--- config.mk ---
export PLATFORM = sky130hd
export DESIGN_NAME = game_ctrl
export DESIGN_NICKNAME = d
export VERILOG_FILES = /design/src/rtl/game_ctrl.sv
export SDC_FILE = /design/constraint.sdc
export NUM_CORES = 1
export LEC_CHECK = 0
export BUFFER_PORTS_ARGS = -buffer_cell sky130_fd_sc_hd__buf_2
export CORE_UTILIZATION = 52
export DETAILED_ROUTE_END_ITERATION = 10
export PLACE_DENSITY = 0.86
export SLEW_MARGIN = 20
export SYNTH_ARGS = -nofsm -noshare
export SYNTH_HDL_FRONTEND = slang
export SYNTH_SLANG_ARGS = --single-unit
--- constraint.sdc ---
create_clock -name vga_clk -period 2.1 [get_ports vga_clk]
set_clock_uncertainty 0.1 [all_clocks]
set_input_delay 0.21 -clock vga_clk [delete_from_list [all_inputs] [get_ports vga_clk]]
set_output_delay 0.21 -clock vga_clk [all_outputs]
set_load 0.02 [all_outputs]
--- src/rtl/game_ctrl.sv ---
// game_ctrl: breakout game-flow FSM (START/PLAY/WIN/END) with key synchronizer, hold timer and optional lives (macro LIVES_EN).
// Ports: vga_clk clock; sys_rst sync active-high reset; key_start raw async button; frame_tick per-frame pulse;
//        win_sig bricks cleared; ball_lost miss pulse; game_state 00 START/01 PLAY/10 WIN/11 END;
//        game_reset field reload pulse; serve re-serve pulse; lives remaining lives.
module game_ctrl #(
  parameter int HOLD_FRAMES = 60,
  parameter int LIVES_INIT = 3
) (
  input  logic       vga_clk,
  input  logic       sys_rst,
  input  logic       key_start,
  input  logic       frame_tick,
  input  logic       win_sig,
  input  logic       ball_lost,
  output logic [1:0] game_state,
  output logic       game_reset,
  output logic       serve,
  output logic [1:0] lives
);
  typedef enum logic [1:0] {START = 2'b00, PLAY = 2'b01, WIN = 2'b10, OVER = 2'b11} state_t;
`ifdef LIVES_EN
  localparam logic [1:0] LIVES_RST = 2'(LIVES_INIT);
`else
  localparam logic [1:0] LIVES_RST = 2'(LIVES_INIT >= 1);
`endif
  localparam logic [7:0] HOLD_MAX = 8'(HOLD_FRAMES);
  state_t state, state_n;
  logic [7:0] hold, hold_n;
  logic [1:0] lives_n;
  logic game_reset_n, serve_n;
  logic sync0, sync1, sync2, key_rise;
  logic hold_done;
  assign game_state = state;
  assign hold_done = hold == HOLD_MAX;
  always_ff @(posedge vga_clk) begin
    if (sys_rst) begin
      sync0 <= 1'b0;
      sync1 <= 1'b0;
      sync2 <= 1'b0;
      key_rise <= 1'b0;
      state <= START;
      hold <= 8'd0;
      lives <= LIVES_RST;
      game_reset <= 1'b0;
      serve <= 1'b0;
    end else begin
      sync0 <= key_start;
      sync1 <= sync0;
      sync2 <= sync1;
      key_rise <= sync1 & ~sync2;
      state <= state_n;
      hold <= hold_n;
      lives <= lives_n;
      game_reset <= game_reset_n;
      serve <= serve_n;
    end
  end
  always_comb begin
    state_n = state;
    hold_n = 8'd0;
    lives_n = lives;
    game_reset_n = 1'b0;
    serve_n = 1'b0;
    case (state)
      START: begin
        if (key_rise) begin
          state_n = PLAY;
          game_reset_n = 1'b1;
          serve_n = 1'b1;
          lives_n = LIVES_RST;
        end
      end
      PLAY: begin
        if (win_sig) begin
          state_n = WIN;
        end else if (ball_lost) begin
`ifdef LIVES_EN
          if (lives > 2'd1) begin
            lives_n = lives - 2'd1;
            serve_n = 1'b1;
          end else begin
            state_n = OVER;
            lives_n = 2'd0;
          end
`else
          state_n = OVER;
          lives_n = 2'd0;
`endif
        end
      end
      default: begin
        hold_n = (frame_tick && !hold_done) ? hold + 8'd1 : hold;
        if (key_rise && hold_done) begin
          state_n = START;
          hold_n = 8'd0;
`ifndef LIVES_EN
          lives_n = LIVES_RST;
`endif
        end
      end
    endcase
  end
endmodule

Word-level counts from Yosys, hierarchy flattened
Cells that the tools add are included.

storage, ports and cells
  register bits = 17
  latch bits = 0
  RAM bits = 0
  memory bits (read-only) = 0
  word-level logic and storage cells = 37
  memories kept = 0

operators by class
  $add $sub $neg = 1
  multipliers = 0
  divide/modulo/power cells = 0
  $lt $le $gt $ge = 0
  eq/ne operators = 6
  shift-type cells = 0
  mux-type cells = 10
  bitwise operators = 3
  reduce and logical (&&, ||, !) cells = 9

operators with widths
  operator                                        number
  two-way mux 2 bit                               7
  adder 8 x 1 -> 8 bit (second input constant)    1
  == test 8 x 6 -> 1 bit (second input constant)  1
  one-hot mux 2 bit (2 select lines)              2
  inequality test 2 bit (second input constant)   3
  AND reduction 4 bit                             1
  OR reduction 4 bit                              1
  inequality test 3 bit (second input constant)   1
  AND reduction 3 bit                             1
  nonzero test 3 bit                              1
  == test 2 x 1 -> 1 bit (second input constant)  1
  logical AND 1 bit                               2
  logical NOT 2 bit                               1
  NOT 1 bit                                       2
  OR reduction 2 bit                              1
  bitwise AND 1 bit                               1
  logical NOT 1 bit                               1
  two-way mux 1 bit                               1

Longest topological paths before layout
  word-level depth = 4
  mapped depth = 5
  depth with buffers taken out = 5

Least setup slack after synthesis
OpenSTA, ideal clock, no wires.

  path type = reg2reg
  from = reg hold[0]
  to = reg hold[3]
  library setup time = 0.086 ns
  data arrival time = 1.379 ns
  data required time = 1.914 ns
  slack = 0.536 ns
  cell stages (with the launch flop) = 6
  period minus slack after synthesis = 1.564 ns
  cell sequence = dfxtp_1 inv_1 ha_1 nor3b_1 a311o_1 a211oi_1

on the way
  longest elaborated chain between the ends = 3

RTL lines
  element                                                                       RTL line  RTL
  from (decl)                                                                   28        logic [7:0] hold, hold_n;
  from (signal assigned)                                                        52        hold <= hold_n;
  parallel branches: the longest is 3 deep, another holds adder 8 x 1 -> 8 bit  --

Several ways; the timed one is not identified.
A chain may end at the register's enable or synchronous reset.

Worst setup path in the final report
  from = reg hold[0]
  to = reg hold[0]

Same word-level chain as after synthesis.

==> flow_summary_export.csv <==
group,metric,value,unit
floorplan,fp.dieW,39.9,microns
floorplan,dieArea,1590,sq um
grt,grt_overflow,0,
place,placedCellCount,102,
clocking,cts_hold_buffers,0,
floorplan,coreArea,1320,sq um
grt,grt_start_max_net_pins,10,
setup_path,setup.worst_path.class,"register to register",
clocking,cts-htree-levels,1,
detailed_routing,antenna_violating_nets_post_route,0,
power_and_ir_drop,total_leakage_power,0.325,nW
min_path,timing.hold.worst.class,"primary input to register",
detailed_routing,routed_vias_inst,6.08,
synthesis,post_synth.cell_area_avg,9.44,sq um
timing,rsz0062_at_grt,"false",
place,placed_cell_area,800,sq um
setup_path,regToRegSetupSlack,0.23,ns
floorplan,ios,12,
timing,finalSetupTns,0,ns
timing,slew_headroom,64.0,%
floorplan,start_util,56.6,%
setup_path,start_kind,"register",
cells_and_area,synthToLayoutAreaGrowth,12.1,%
setup_path,reg2reg_to,"hold[0]",
place,io_buffer_count,10,
detailed_routing,routed_wl_per_cell,13.3,microns
min_path,endpoint_of_the_worst_hold_timing_path,"sync0",
floorplan,die_height,39.9,microns
cells_and_area,postLayoutCellArea,836,sq um
timing,min_cycle_time_layout,1.87,ns
cells_and_area,final_util,63.4,%
clocking,post_cts_resize_count,0,
setup_path,critical_path_peak_fanout,8,
clocking,clockBufferDepth,2,
run_status,outcome,"finished, final reports clean",
detailed_routing,wirelength,1410,microns
timing,tightest_pin_transition,0.538,ns
synthesis,synth.cell_area,746,sq um
clocking,cts.sink_count,16,
synthesis,yosysSeqAreaShare,43.0,%
setup_path,worst_r2r_path_depth,5,
setup_path,critPathArrivalTime,1.93,ns
cells_and_area,layout.cells.non_filler,106,
floorplan,rows,13,
synthesis,syn-num-nets,87,
cells_and_area,most-common-layout-cells,"16 x dfxtp_1, 10 x buf_2, 6 x a21oi_1",
detailed_routing,drc,0,
timing,hold_violations,0,
job,max_cap_viol_count,0,
cells_and_area,num_antenna_cells,0,
timing,final.hold.worst_slack,0.0614,ns
clocking,cts_tree,"built",
clocking,clock_insertion_delay_worst_skew,0.28,ns
timing,final.period_utilization,89.0,%
setup_path,r2r-start,"hold[0]",
detailed_routing,detail_route.first_pass.iterations,4,
power_and_ir_drop,p_total,0.540,mW
detailed_routing,routed-via-count,644,
min_path,holdCritStartpoint,"key_start",
setup_path,worstSetupEndpointType,"register",
cells_and_area,layout_commonest_cell,"dfxtp_1",
detailed_routing,drt_iter0_markers,15,
timing,fmax,0.535,GHz
synthesis,postSynthCellCount,79,
place,dp_worst_setup_slack,0.300,ns
clocking,cts.clk_slew.worst_paths,0.09,ns
cells_and_area,post_route_cells_drive_above_1_share,19.8,%
timing,post-route-worst-setup-slack,0.232,ns
grt,initial_antenna_violation_count,0,
place,dp.final_hpwl,1010,microns
place,gp_congestion,0.792,
clocking,number_of_clock_buffers_inserted_by_tritoncts,3,
synthesis,postSynthRegisterBits,16,
synthesis,post_synth_num_cell_types,31,
setup_path,required,2.16,ns
power_and_ir_drop,powerDensity,646,nW/um^2
grt,grt_first_pass_wirelength,2090,microns
grt,grt_util_all_layers,20.4,%
grt,grt_pass1_vias,518,
synthesis,yosys_warnings,0,
cells_and_area,post_layout_nets,100,
timing,final-max-slew-violation-count,0,
clocking,cts_setup_buffers,0,
min_path,min_delay_path_depth,2,
power_and_ir_drop,power.ir.vdd_worst,0.385,mV
clocking,cts.root.buffer_cell,"clkbuf_4",
timing,final_setup_vio_count,0,
-- per-layer routing --
metal  global-route usage (%)  routed length (microns)  vias to the layer above  share of wire (%)
met4                     12.9                       27                        0                1.9
met1                     23.5                      666                      299                 47
li1                         -                        -                      324                  -
met5                        0                        0                        -                  0
met3                     5.11                       52                        4                3.7
met2                     32.7                      664                       17                 47
-- kinds of logic (layout without fill, tap and decap cells) --
family | Yosys count | in the layout | share of synthesized area, %
other cells | 1 | 1 | 0.503
buf+inv | 7 | 19 | 4.53
simple gates | 28 | 28 | 26.3
compound gates | 25 | 25 | 22.3
fa+ha+maj | 2 | 2 | 3.36
flops | 16 | 16 | 43.0
-- power breakdown --
part | internal (mW) | total, mW | switching (mW)
combinational | 0.0115 | 0.0278 | 0.0164
clock | 0.106 | 0.201 | 0.0953
sequential | 0.308 | 0.311 | 0.00334
total | 0.425 | 0.540 | 0.115
-- final cells by class --
cell class,instances,area (sq um)
fill,121,482
multi-input combinational,56,392
sequential,16,320
timing repair buffer,10,50.0
clock buffer,4,36.3
inverter,5,18.8
tap,15,18.8
-- state kept, by name, indices dropped and copies added, names as in the netlist --
| register | flops |
|---|---|
| hold | 8 |
| serve | 1 |
| lives | 1 |
| sync2 | 1 |
| sync0 | 1 |
| game_state | 2 |
| key_rise | 1 |
| sync1 | 1 |
-- synth_stat cells --
library cell  number  area [sq um]
a311oi_1           1          8.76
buf_4              2          15.0
a211oi_1           4          30.0
nor3b_1            2          15.0
and3_2             2          15.0
or4_1              2          15.0
a41o_1             1          10.0
conb_1             1          3.75
or3_1              1          6.26
a21oi_1            6          30.0
and4_2             1          10.0
inv_1              5          18.8
nand2b_1           5          31.3
and4_1             1          8.76
o211ai_1           1          7.51
o22ai_1            1          6.26
and3_1             1          6.26
nor3_1             1          5.00
nand2_1            3          11.3
o21ai_0            4          20.0
dfxtp_1           16           320
nor2b_1            5          31.3
a21boi_0           1          7.51
a311o_1            1          10.0
ha_1               2          25.0
o311ai_0           2          17.5
nand4_4            1          21.3
a31oi_1            3          18.8
nand4_1            1          6.26
or4b_1             1          10.0
nor2_1             1          3.75
-- how the worst max path moves through the flow --
stage	cells after the start	slack, ns	to	startpoint
2_1_floorplan	5	0.54	hold[3]	hold[0]
4_1_cts	5	0.25	hold[3]	hold[0]
6_report	5	0.23	hold[0]	hold[0]
3_3_place_gp	5	0.39	hold[3]	hold[0]
3_5_place_dp	5	0.30	hold[3]	hold[0]
5_1_grt	5	0.17	hold[3]	hold[0]
-- critical path, stage by stage (launching register included) --
cell	delay (ns)
dfxtp_1	0.36
inv_1	0.10
ha_1	0.16
nor3b_1	0.47
a311o_1	0.47
a31oi_1	0.09
No activity file was read; power rests on OpenSTA's default activity.
